File: src/rtl/mp_disp_pkg.sv
// Shared constants for the display controller: segment patterns, slot
// numbering and the active-low 7-segment digit table ({g,f,e,d,c,b,a}).
package mp_disp_pkg;

   localparam logic [6:0] SEG_BLANK = 7'h7F;
   localparam logic [6:0] SEG_DASH  = 7'b0111111;
   localparam logic [6:0] SEG_P     = 7'b0001100;

   localparam logic [2:0] PHASE_MAX = 3'd4;

   // Value fed to the decoder when a field is out of range; the table maps it to a dash
   localparam logic [3:0] VALUE_DASH = 4'hF;

   typedef enum logic [1:0] {
      SLOT_NUM   = 2'd0,
      SLOT_BLANK = 2'd1,
      SLOT_PHASE = 2'd2,
      SLOT_P     = 2'd3
   } slot_t;

   // Entries 10..15 are not BCD digits and render as a dash
   localparam logic [15:0][6:0] DIGIT_TABLE = {
      SEG_DASH, SEG_DASH, SEG_DASH, SEG_DASH, SEG_DASH, SEG_DASH,
      7'b0010000,   // 9
      7'b0000000,   // 8
      7'b1111000,   // 7
      7'b0000010,   // 6
      7'b0010010,   // 5
      7'b0011001,   // 4
      7'b0110000,   // 3
      7'b0100100,   // 2
      7'b1111001,   // 1
      7'b1000000    // 0
   };

   function automatic logic [3:0] slot_anode(input slot_t s);
      return ~(4'b0001 << s);
   endfunction

endpackage

File: src/rtl/mp_seg7_decoder.sv
// Combinational digit decoder: 4-bit value plus blank request to an
// active-low segment pattern. Values above 9 render as a dash.
module mp_seg7_decoder
   import mp_disp_pkg::*;
(
   input  logic [3:0] value,
   input  logic       blank,
   output logic [6:0] seg
);

   // Blank wins over the value; otherwise look the value up in the digit table
   always_comb begin
      seg = DIGIT_TABLE[value];
      if (blank) begin
         seg = SEG_BLANK;
      end
   end

endmodule

File: src/rtl/mp_display_controller.sv
// Display-side consumer of the timer outputs. Scans a 4-digit common-anode
// 7-segment display (seconds digit, blank, phase digit, 'P'), drives one-hot
// phase LEDs and samples its inputs once per scan frame so digits never
// change mid-frame. Set mode lights the decimal point on the seconds digit.
// Optional feature: define MP_DISP_BLINK_EN to also blink the editable
// digits (slots 0 and 2) while in set mode.
module mp_display_controller
   import mp_disp_pkg::*;
#(
   parameter int REFRESH_DIV = 25000,
   parameter int BLINK_DIV   = 6250000
)(
   input  logic       clk,
   input  logic       rst,
   input  logic       set,
   input  logic [2:0] cur_phase,
   input  logic [3:0] seven_num,
   output logic [3:0] an,
   output logic [6:0] seg,
   output logic       dp,
   output logic [4:0] led
);

   localparam int REF_W = (REFRESH_DIV > 1) ? $clog2(REFRESH_DIV) : 1;
   localparam logic [REF_W-1:0] REF_LAST = REF_W'(REFRESH_DIV - 1);

   logic [REF_W-1:0] ref_cnt;
   slot_t            scan_idx;
   logic [3:0]       num_s;
   logic [2:0]       phase_s;
   logic             set_s;
   logic             blink_vis;
   logic             slot_end;
   logic             frame_end;
   logic [3:0]       dec_value;
   logic             dec_blank;
   logic [6:0]       dec_seg;

   assign slot_end  = (ref_cnt == REF_LAST);
   assign frame_end = slot_end && (scan_idx == SLOT_P);

   // Slot timer: advance to the next digit every REFRESH_DIV clocks
   always_ff @(posedge clk or posedge rst) begin
      if (rst) begin
         ref_cnt  <= '0;
         scan_idx <= SLOT_NUM;
      end else if (slot_end) begin
         ref_cnt  <= '0;
         scan_idx <= slot_t'(scan_idx + 2'd1);
      end else begin
         ref_cnt <= ref_cnt + REF_W'(1);
      end
   end

   // Capture the displayed values only at the end of the last slot of a frame
   always_ff @(posedge clk or posedge rst) begin
      if (rst) begin
         num_s   <= '0;
         phase_s <= '0;
         set_s   <= 1'b0;
      end else if (frame_end) begin
         num_s   <= seven_num;
         phase_s <= cur_phase;
         set_s   <= set;
      end
   end

`ifdef MP_DISP_BLINK_EN
   localparam int BLINK_W = (BLINK_DIV > 1) ? $clog2(BLINK_DIV) : 1;
   localparam logic [BLINK_W-1:0] BLINK_LAST = BLINK_W'(BLINK_DIV - 1);

   logic [BLINK_W-1:0] blink_cnt;
   logic               edit_restart;

   // An edit captured in set mode restarts the blink so the new value is seen at once
   assign edit_restart = frame_end && set &&
                         ((seven_num != num_s) || (cur_phase != phase_s));

   // Blink phase generator for the editable digits; idle and visible outside set mode
   always_ff @(posedge clk or posedge rst) begin
      if (rst) begin
         blink_cnt <= '0;
         blink_vis <= 1'b1;
      end else if (edit_restart || !set_s) begin
         blink_cnt <= '0;
         blink_vis <= 1'b1;
      end else if (blink_cnt == BLINK_LAST) begin
         blink_cnt <= '0;
         blink_vis <= ~blink_vis;
      end else begin
         blink_cnt <= blink_cnt + BLINK_W'(1);
      end
   end
`else
   assign blink_vis = 1'b1;
`endif

   // Slot mux: choose what the single decoder renders for the current slot
   always_comb begin
      dec_value = num_s;
      dec_blank = 1'b1;
      case (scan_idx)
         SLOT_NUM: begin
            dec_value = num_s;
            dec_blank = ~blink_vis;
         end
         SLOT_PHASE: begin
            dec_value = (phase_s > PHASE_MAX) ? VALUE_DASH : {1'b0, phase_s};
            dec_blank = ~blink_vis;
         end
         default: begin
            dec_blank = 1'b1;
         end
      endcase
   end

   mp_seg7_decoder u_decoder (
      .value (dec_value),
      .blank (dec_blank),
      .seg   (dec_seg)
   );

   // Register anode, segments and decimal point together so they switch on the same edge
   always_ff @(posedge clk or posedge rst) begin
      if (rst) begin
         an  <= 4'b1111;
         seg <= SEG_BLANK;
         dp  <= 1'b1;
      end else begin
         an  <= slot_anode(scan_idx);
         seg <= (scan_idx == SLOT_P) ? SEG_P : dec_seg;
         dp  <= ~((scan_idx == SLOT_NUM) && set_s);
      end
   end

   // Phase LEDs follow the live phase input, dark for out-of-range phases
   always_ff @(posedge clk or posedge rst) begin
      if (rst) begin
         led <= '0;
      end else if (cur_phase <= PHASE_MAX) begin
         led <= 5'(5'b00001 << cur_phase);
      end else begin
         led <= '0;
      end
   end

endmodule
File: config.mk
export PLATFORM = sky130hd
export DESIGN_NAME = mp_display_controller
export DESIGN_NICKNAME = d
export VERILOG_FILES = /design/src/rtl/mp_disp_pkg.sv /design/src/rtl/mp_seg7_decoder.sv /design/src/rtl/mp_display_controller.sv
export SDC_FILE = /design/constraint.sdc
export NUM_CORES = 1
export LEC_CHECK = 0
export BUFFER_PORTS_ARGS = -buffer_cell sky130_fd_sc_hd__buf_2
export CORE_ASPECT_RATIO = 1.2
export CORE_MARGIN = 4
export CORE_UTILIZATION = 25
export DETAILED_ROUTE_END_ITERATION = 7
export SYNTH_ARGS = -nofsm -noshare
export SYNTH_HDL_FRONTEND = slang
export SYNTH_HIERARCHICAL = 1
export SYNTH_SLANG_ARGS = --single-unit
File: constraint.sdc
create_clock -name clk -period 2.31 [get_ports clk]
set_input_delay 0.5775 -clock clk [delete_from_list [all_inputs] [get_ports clk]]
set_output_delay 0.5775 -clock clk [all_outputs]
set_load 0.05 [all_outputs]
==> results of run 1 <==
[critical path: cells and delay by family (launching register included)]
kind / cells / cell delay [ns]
and+or+nand+nor: 2 / 0.50
DFF: 1 / 0.41
muxes: 1 / 0.36
AOI/OAI and AO/OA: 1 / 0.34
adders and majority gates: 1 / 0.29
buffers and inverters: 1 / 0.12
[path summary, 6_finish.rpt]
path | from | endpoint | slack (ns) | cells past startpoint
min reg2reg | set_s$_DFFE_PP0P_ | dp$_DFF_PP1_ | 0.40 | 1
min | rst | led[4]$_DFF_PP0_ | 0.39 | 3
max in group asynchronous | rst | an[0]$_DFF_PP1_ | 1.54 | 3
min in group clk | set_s$_DFFE_PP0P_ | dp$_DFF_PP1_ | 0.40 | 1
max | scan_idx[0]$_DFFE_PP0N_ | seg[2]$_DFF_PP1_ | 0.21 | 6
max reg2reg | scan_idx[0]$_DFFE_PP0N_ | seg[2]$_DFF_PP1_ | 0.21 | 6
[per-stage QoR]
stage | instances | instance area, sq um | setup slack [ns] | power, uW | hold WS, ns
after global routing | 296 | 2350 | 0.0690 | 1570 | 0.437
after floorplan | 171 | 1980 | 0.195 | 898 | 0.376
after detailed placement | 288 | 2230 | 0.0617 | 939 | 0.395
after global placement | 288 | 2230 | 0.187 | 937 | 0.390
final | 296 | 2350 | 0.212 | 1490 | 0.389
after CTS | 296 | 2340 | 0.0459 | 1520 | 0.403
[timing repair]
action	in CTS	in global routing
endpoints found under the setup margin	0	5
gates resized for setup	0	3
hold buffers	0	0
setup buffers	0	0
[layout by cell type (no fill, tap or decap), drive strengths merged, types with 2 or more instances in the layout]
cell and instances:
mux2i 2, xnor2 6, nor2b 6, buf 30, nand4 3, nand2 10, or2 3, mux2 9
nor2 13, o21bai 2, nand2b 2, inv 11, nor4 2, o21ai 9, ha 10, xor2 7
a21oi 8, nor3b 3, clkinv 2, dfrtp 30, clkbuf 5, dfstp 12, and3 4, nand3 5
[logic make-up (layout without fill, tap and decap cells)]
logic type	after synthesis	in the layout
buf+inv	16	49
fa+ha+maj	10	10
mux	11	11
compound gates	22	22
simple gates	57	57
flops	42	42
xor+xnor	13	13
[registers in the layout, indices dropped and copies added (netlist names)]
name,flops
scan_idx,2
set_s,1
num_s,4
an,4
seg,7
led,5
ref_cnt,15
phase_s,3
dp,1
[layer usage]
metal  share of wire, %  routed length (um)  global-route usage, %  up-vias
met5                  0                   0                      0        -
met4                2.1                  72                   3.83        0
met3                7.3                 249                   3.36        6
met2                 44                1480                   11.6       28
met1                 47                1590                   10.5      601
li1                   -                   -                      -      636
[power by group through the flow]
stage	sequential (uW)	combinational, uW	clock [uW]
detailed placement	787	152	0
global route	776	166	631
floorplan	840	58.6	0
finish	773	150	565
CTS	773	152	598
global placement	786	150	0
[layout make-up]
| type | instances | area [sq um] | share of cell area [%] |
|---|---|---|---|
| Clock buffer | 5 | 68.8 | 2.92 |
| Clock inverter | 3 | 40.0 | 1.70 |
| Inverter | 11 | 41.3 | 1.75 |
| Multi-Input combinational cell | 113 | 862 | 36.6 |
| Sequential cell | 42 | 1070 | 45.3 |
| Tap cell | 92 | 115 | 4.89 |
| Timing Repair Buffer | 30 | 160 | 6.80 |
==> impl_results.md, run 1 <==
- Status: complete, no violations
- H-tree Lvls: 2
- Clk slew on worst S/H paths: 0.08 ns
- Unrepaired setup endpoints after global routing: no
- Synth Cell Area: 1980 sq um
- Residual DRC: 0
- Crit path cell chain: inv_1 > ha_2 > mux2_2 > or2_1 > a221o_1 > or2_2
- Adder-cell share of the synthesized area: 6.31%
- Worst skew pair latency: 0.29 ns
- WP data arrival: 2.32 ns
- Gate power share: 10.1%
- Die area: 9420 sq um
- Cells after synthesis: 171
- Fmax: 477 MHz
- XOR/XNOR Fraction of Synth Area: 5.74%
- Max_cap viols: 0
- Fin crit share: 90.8%
- Max incr delay on CP: 0.41 ns
- Ranking of synthesized cells by area: dfrtp_1 (38%), dfstp_2 (16%), ha_1 (6.3%)
- VDD IR-drop max: 0.267 mV
- Drt pass-1 iters: 4
- Final ANT Viol Nets: 0
- Compound-Gate Fraction of Synth Area: 6.44%
- Internal power: 1130 uW
- Antenna fix cells: 0
- Post-layout util: 30.5%
- TritonCTS clock tree: done
- CP Launch Type: register
- # rows: 35
- Routed wire per std cell: 11.5 um
- DR vias/cell: 4.29
- Share of post-route cells with drive strength above 1: 32.8%
- Worst-margin pin slew: 0.518 ns
- Dominant synthesized flop cell: dfrtp_1
- Core area: 7710 sq um
- Clock network power share: 38.0%
- Kind of critical path: register to register
- Total number of vias: 1271
- CP max-delay cell: dfrtp_1
- Switching power: 358 uW
- Grt total ovfl: 0
- Largest net degree at the start of global routing: 43
- # setup viols final: 0
- Setup TNS: 0 ns
- Most frequent cell after synthesis: dfrtp_1
- Simple-gate portion of the synthesized area: 16.9%
- Count of pins over their slew limit: 0
- Routed WL: 3390 um
- GRT Total Usage: 8.13%
- Starting Density: 25.7%
- Final hold vios: 0
- Clock buffer depth: 2
- Vias in the first global route: 1289
- CP Data Required Time: 2.54 ns
- # IOs: 27
- Seq/Total Area, Yosys: 53.8%
- Buffers on Ports: 26
- Synthesized area per cell: 11.6 sq um
- Die Span Y: 106 um
- Worst setup EP type: register
- Synth warnings: 6
- Crit-path max FO: 9
- Die W: 89.3 um
- GPL Wtd Cong: 0.780
- Initial antenna violation count: 0
- Share of the synthesized area in the top cell type: 37.9%
- Hold Crit Class: input port to asynchronous set/reset pin
- Largest family of logic cells by synthesized area: simple AND/OR/NAND/NOR gates
- Largest area contributor in the netlist: dfrtp_1
- Fin Clk Skew: 0.00530 ns
- Root Buffer: clkbuf_8
- Static leakage: 0.00113 uW
- Max_slew headroom: 65.5%
- DP HPWL: 2470 um
- Post-synth EDFFs: 0
- Unique masters post-synth: 37
- Proportion of synthesized area in mux cells: 7.64%
- Most frequent cells after synthesis: dfrtp_1 (30), nor2_1 (13), dfstp_2 (12), inv_1 (11), ha_1 (10)
- Clk sinks: 42
- Sw Ratio: 24.0%
- Ys async rst share: 100%
- P&R area growth vs syn: 18.8%
- Minimum clock period: 2.10 ns
- CTS buffer count: 5
- PD cells: 632 nW/um^2
- First-pass GRT wire length: 5960 um
- Syn Nets: 191
- Reg power frac: 51.9%
- 1st-iter DRT viols: 34
- Final net count: 223
- Number of fill cells: 794
- Synthesis-stage register bit count: 42
Power figures use the tool's default switching activity.
==> inputs of run 2 (changes only) <==
Settings changed: SYNTH_HIERARCHICAL 1 to default.
==> run 2 against run 1 <==
Compared with the run above:
- global-route usage down 0.20 points
- clock power down 1%
- die area down 2.7%
- critical path type unchanged
==> impl_results.md, run 2 <==
- Status: complete, no violations
- Most frequent cells in the layout: dfrtp_1 (30), buf_2 (26), nor2_1 (16)
- Ys async rst share: 100%
- Kind of critical path: register to register
- Setup TNS: 0 ns
- Non-filler cells, final: 292
- Number of fill cells: 772
- Root Buffer: clkbuf_8
- Share of post-route cells with drive strength above 1: 33.2%
- Hold Buf Count CTS: 0
- Largest net degree at the start of global routing: 43
- P&R area growth vs syn: 20.1%
- Clk sinks: 42
- Unique masters post-synth: 41
- Die Span Y: 104 um
- PD cells: 639 nW/um^2
- Routed WL: 3380 um
- Crit-path max FO: 6
- Commonest non-fill, non-tap cell in the layout: dfrtp_1
- Fin Clk Skew: 0.00559 ns
- Max reg flops: 15
- Routed wire per std cell: 11.6 um
- Worst-margin pin slew: 0.504 ns
- Minimum clock period: 1.98 ns
- Initial antenna violation count: 0
- Ranking of synthesized cells by area: dfrtp_1 (39%), dfstp_2 (16%), mux2_4 (6.2%)
- R2r worst-path depth: 9
- Fin crit share: 85.9%
- Largest area contributor in the netlist: dfrtp_1
- R2R setup slack: 0.33 ns
- Placed cells: 284
- Most frequent cell after synthesis: dfrtp_1
- CP Launch Type: register
- CTS buffer count: 5
- Most frequent cells after synthesis: dfrtp_1 (30), nor2_1 (16), dfstp_2 (12), inv_1 (10), nand3_1 (10)
- Antenna fix cells: 0
- Drt pass-1 iters: 4
- Seq/Total Area, Yosys: 55.4%
- Max_slew headroom: 66.4%
- Residual DRC: 0
- Biggest regs: ref_cnt x15, seg x7, led x5
- Starting Density: 26.1%
- Dominant synthesized flop cell: dfrtp_1
- Post-synth EDFFs: 0
- Core area: 7360 sq um
- Clk slew on worst S/H paths: 0.08 ns
- DR vias/cell: 4.46
- Unrepaired setup endpoints after global routing: no
- GPL Wtd Cong: 0.783
- # rows: 34
- Share of the synthesized area in the top cell type: 39.0%
- Buffers on Ports: 26
- WP data arrival: 2.21 ns
- Grt total ovfl: 0
- Final net count: 217
- Final ANT Viol Nets: 0
- Clock buffer depth: 2
- Syn Nets: 181
- Fmax: 504 MHz
- Worst skew pair latency: 0.29 ns
- # setup viols final: 0
- Count of pins over their slew limit: 0
- Max_cap viols: 0
- 1st-iter DRT viols: 53
- Worst setup EP type: register
- Synth Cell Area: 1920 sq um
- VDD IR-drop max: 0.218 mV
- Synthesized area per cell: 11.7 sq um
- Die W: 88.1 um
- Synth warnings: 0
- Largest Register: ref_cnt
- Cells after synthesis: 165
- Static leakage: 0.00108 uW
- Vias in the first global route: 1266
- Hold Crit Class: input port to asynchronous set/reset pin
- Synthesis-stage register bit count: 42
- GRT Total Usage: 7.92%
- H-tree Lvls: 2
- # IOs: 27
- Total number of vias: 1301
- TritonCTS clock tree: done
- Die area: 9170 sq um
- CP Data Required Time: 2.54 ns
- DP HPWL: 2480 um
- First-pass GRT wire length: 5740 um
- Final hold vios: 0
==> run 2: changes by cell type after synthesis, sizes merged, moves of 2 or more <==
cell    before  now
and3         4    1
nor3         1    4
clkbuf       3    0
a21oi        8    6
nor2        13   16
nor2b        6    1
nand3        5   10
o21bai       2    0
ha          10    6
o21ai        9    6
==> run 2: kinds of logic (layout without fill, tap and decap cells) <==
logic type      after synthesis  in the layout  share of synthesized area (%)
buf+inv                      12             49                           2.47
mux                          10             10                           7.35
fa+ha+maj                     6              6                           3.90
compound gates               20             20                           6.44
simple gates                 61             61                           18.1
xor+xnor                     14             14                           6.37
flops                        42             42                           55.4
==> run 2: layout make-up <==
type / count / area [sq um] / area share (%)
Clock inverter: 3 / 40.0 / 1.73
Inverter: 10 / 37.5 / 1.62
Clock buffer: 5 / 68.8 / 2.98
Multi-Input combinational cell: 111 / 818 / 35.4
Tap cell: 90 / 113 / 4.87
Timing Repair Buffer: 31 / 168 / 7.26
Sequential cell: 42 / 1070 / 46.1
==> run 2: metal layers <==
layer | share of wire [%] | vias to the layer above | global-route usage (%)
li1 | - | 640 | -
met1 | 48 | 623 | 10.3
met2 | 43 | 31 | 11.5
met3 | 7.2 | 7 | 2.93
met4 | 1.8 | 0 | 3.67
met5 | 0 | - | 0
==> run 2: power by group <==
| group | internal, uW | switching, uW |
|---|---|---|
| clock network | 318 | 241 |
| logic | 43.9 | 96.7 |
| registers | 764 | 11.9 |
| total | 1130 | 350 |
==> run 2: stage by stage <==
step           utilization, %  power (uW)  setup WS [ns]  hold slack (ns)  instance area [sq um]
2_1_floorplan               -         892          0.210            0.376                   1920
3_3_place_gp             29.8         930          0.295            0.448                   2190
3_5_place_dp             29.8         932          0.222            0.458                   2190
4_1_cts                  31.3        1510          0.197            0.410                   2300
6_report                 31.4        1480          0.326            0.394                   2310
5_1_grt                  31.4        1550          0.158            0.442                   2310
==> run 2: path summary, 6_finish.rpt <==
check	from	to
min	rst	led[4]$_DFF_PP0_
max in group asynchronous	rst	seg[2]$_DFF_PP1_
max	scan_idx[0]$_DFFE_PP0N_	seg[3]$_DFF_PP1_
min reg2reg	set_s$_DFFE_PP0P_	dp$_DFF_PP1_
max reg2reg	scan_idx[0]$_DFFE_PP0N_	seg[3]$_DFF_PP1_
min in group clk	set_s$_DFFE_PP0P_	dp$_DFF_PP1_
==> run 2: what timing repair did <==
action / CTS / global route
gates resized for setup: 0 / 1
setup buffers: 0 / 0
setup endpoints to repair: 0 / 2
==> run 2: worst max-delay path, cell delays in order, from the launching register on <==
cell,delay [ns]
dfrtp_1,0.35
inv_1,0.10
ha_1,0.24
nor2_1,0.14
a21o_1,0.19
inv_1,0.12
ha_1,0.30
and2_1,0.13
a211o_1,0.27
nand3_1,0.08
==> inputs of run 3 (changes only) <==
Settings changed: CORE_ASPECT_RATIO 1.2 to 1.25.
==> run 3 against run 2 <==
Compared with the run above:
- non-clock buffer count grew 1
- clock-buffer cell count stayed put
- routed wire length grew 7.4%
- flip-flop and latch count stayed put
- cell count rose by 1.0%
- global-route usage increased by 1.1 points
- fmax up 1.3%
- first-iteration DRC count is 23% higher
- critical path type unchanged
==> impl_results.md, run 3 (synthesis results as in run 2) <==
- DR vias/cell: 4.44
- Initial antenna violation count: 0
- Grt total ovfl: 0
- Kind of critical path: register to register
- Starting Density: 25.8%
- Clock network power share: 38.9%
- Hold Crit Class: input port to asynchronous set/reset pin
- # IOs: 27
- Clock buffer depth: 2
- Worst-margin pin slew: 0.524 ns
- R2R setup slack: 0.35 ns
- DP HPWL: 2680 um
- Residual DRC: 0
- Total power: 1500 uW
- Final ANT Viol Nets: 0
- Sw Ratio: 24.7%
- GRT Total Usage: 9.02%
- Buffers on Ports: 26
- PD cells: 646 nW/um^2
- # rows: 35
- Gate power share: 9.3%
- Count of pins over their slew limit: 0
- Fmax: 510 MHz
- Antenna fix cells: 0
- CTS buffer count: 5
- Die W: 86.5 um
- H-tree Lvls: 2
- Crit-path max FO: 10
- WP data arrival: 2.16 ns
- Hold Buf Count CTS: 0
- Non-filler cells, final: 295
- VDD IR-drop max: 0.239 mV
- Biggest regs: ref_cnt x15, seg x7, led x5
- # setup viols final: 0
- 1st-iter DRT viols: 65
- Switching power: 370 uW
- Clk sinks: 42
- Largest net degree at the start of global routing: 43
- R2R Path Start: scan_idx[0]$_DFFE_PP0N_
- Max reg flops: 15
- Largest Register: ref_cnt
- Reg power frac: 51.8%
- Setup TNS: 0 ns
- CTS-repair resized insts: 0
- CP Launch Type: register
- TritonCTS clock tree: done
- Worst setup EP type: register
- Status: complete, no violations
- Clk slew on worst S/H paths: 0.08 ns
- Max_slew headroom: 64.5%
- GPL Wtd Cong: 0.792
- Routed WL: 3630 um
- Drt pass-1 iters: 4
- Worst skew pair latency: 0.30 ns
- Placed cells: 287
- Routed wire per std cell: 12.3 um
- Unrepaired setup endpoints after global routing: no
- Most frequent cells in the layout: dfrtp_1 (30), buf_2 (26), nor2_1 (16)
- Commonest non-fill, non-tap cell in the layout: dfrtp_1
- Internal power: 1130 uW
- Root Buffer: clkbuf_8
- Die Span Y: 106 um
- Fin crit share: 84.8%
- Total number of vias: 1309
- Reg2reg end: seg[4]$_DFF_PP1_
- Max_cap viols: 0
- Die area: 9170 sq um
- Fin Clk Skew: 0.00534 ns
- Static leakage: 0.00108 uW
- Final hold vios: 0
- First-pass GRT wire length: 6560 um
- P&R area growth vs syn: 20.5%
- CP Data Required Time: 2.51 ns
- Core area: 7440 sq um
- Share of post-route cells with drive strength above 1: 33.0%
- Vias in the first global route: 1419
- Post-CTS Setup Bufs: 0
- R2r worst-path depth: 6
- Minimum clock period: 1.96 ns
- Final net count: 218
-- run 3: routing by layer --
| layer | global-route usage [%] | part of all wire [%] | up-vias |
|---|---|---|---|
| li1 | - | - | 641 |
| met1 | 10.1 | 44 | 635 |
| met2 | 14.4 | 48 | 24 |
| met3 | 3.41 | 5.8 | 9 |
| met4 | 5.12 | 2.8 | 0 |
| met5 | 0 | 0 | - |
-- run 3: worst max path at each step --
stage                                  startpoint              endpoint  slack [ns]  depth (start not counted)
after floorplan           scan_idx[0]$_DFFE_PP0N_      seg[3]$_DFF_PP1_        0.21                          9
after global placement       ref_cnt[6]$_DFF_PP0_  num_s[3]$_DFFE_PP0P_        0.43                          4
after detailed placement  scan_idx[0]$_DFFE_PP0N_      seg[5]$_DFF_PP1_        0.36                          6
after CTS                 scan_idx[0]$_DFFE_PP0N_      seg[5]$_DFF_PP1_        0.35                          6
after global routing      scan_idx[0]$_DFFE_PP0N_      seg[4]$_DFF_PP1_        0.08                          6
final                     scan_idx[0]$_DFFE_PP0N_      seg[4]$_DFF_PP1_        0.35                          6
-- run 3: power by group through the flow --
| stage | clock network [uW] | registers (uW) | logic (uW) |
|---|---|---|---|
| 2_1_floorplan | 0 | 841 | 51.0 |
| 3_3_place_gp | 0 | 789 | 141 |
| 3_5_place_dp | 0 | 790 | 143 |
| 4_1_cts | 614 | 776 | 143 |
| 5_1_grt | 641 | 779 | 154 |
| 6_report | 583 | 776 | 140 |
-- run 3: critical path, stage by stage, from the launching register on --
cell and delay [ns]:
dfrtp_1 0.38, inv_1 0.07, ha_1 0.19, buf_4 0.17
mux2_2 0.39, o311ai_1 0.47, o21ai_0 0.18
-- run 3: final cells by class --
class                           count  area [sq um]
Sequential cell                    42          1070
Inverter                           10          37.5
Timing Repair Buffer               32           175
Fill cell                         781          5130
Clock buffer                        5          68.8
Multi-Input combinational cell    111           811
Tap cell                           92           115
Clock inverter                      3          45.0
-- run 3: metrics by stage --
stage | util, % | cell area, sq um | hold slack (ns) | worst slack, ns
after floorplan | - | 1920 | 0.376 | 0.210
after global placement | 29.6 | 2200 | 0.414 | 0.427
after detailed placement | 29.6 | 2200 | 0.416 | 0.357
after CTS | 31.1 | 2320 | 0.401 | 0.349
after global routing | 31.1 | 2320 | 0.435 | 0.0817
final | 31.1 | 2320 | 0.390 | 0.351
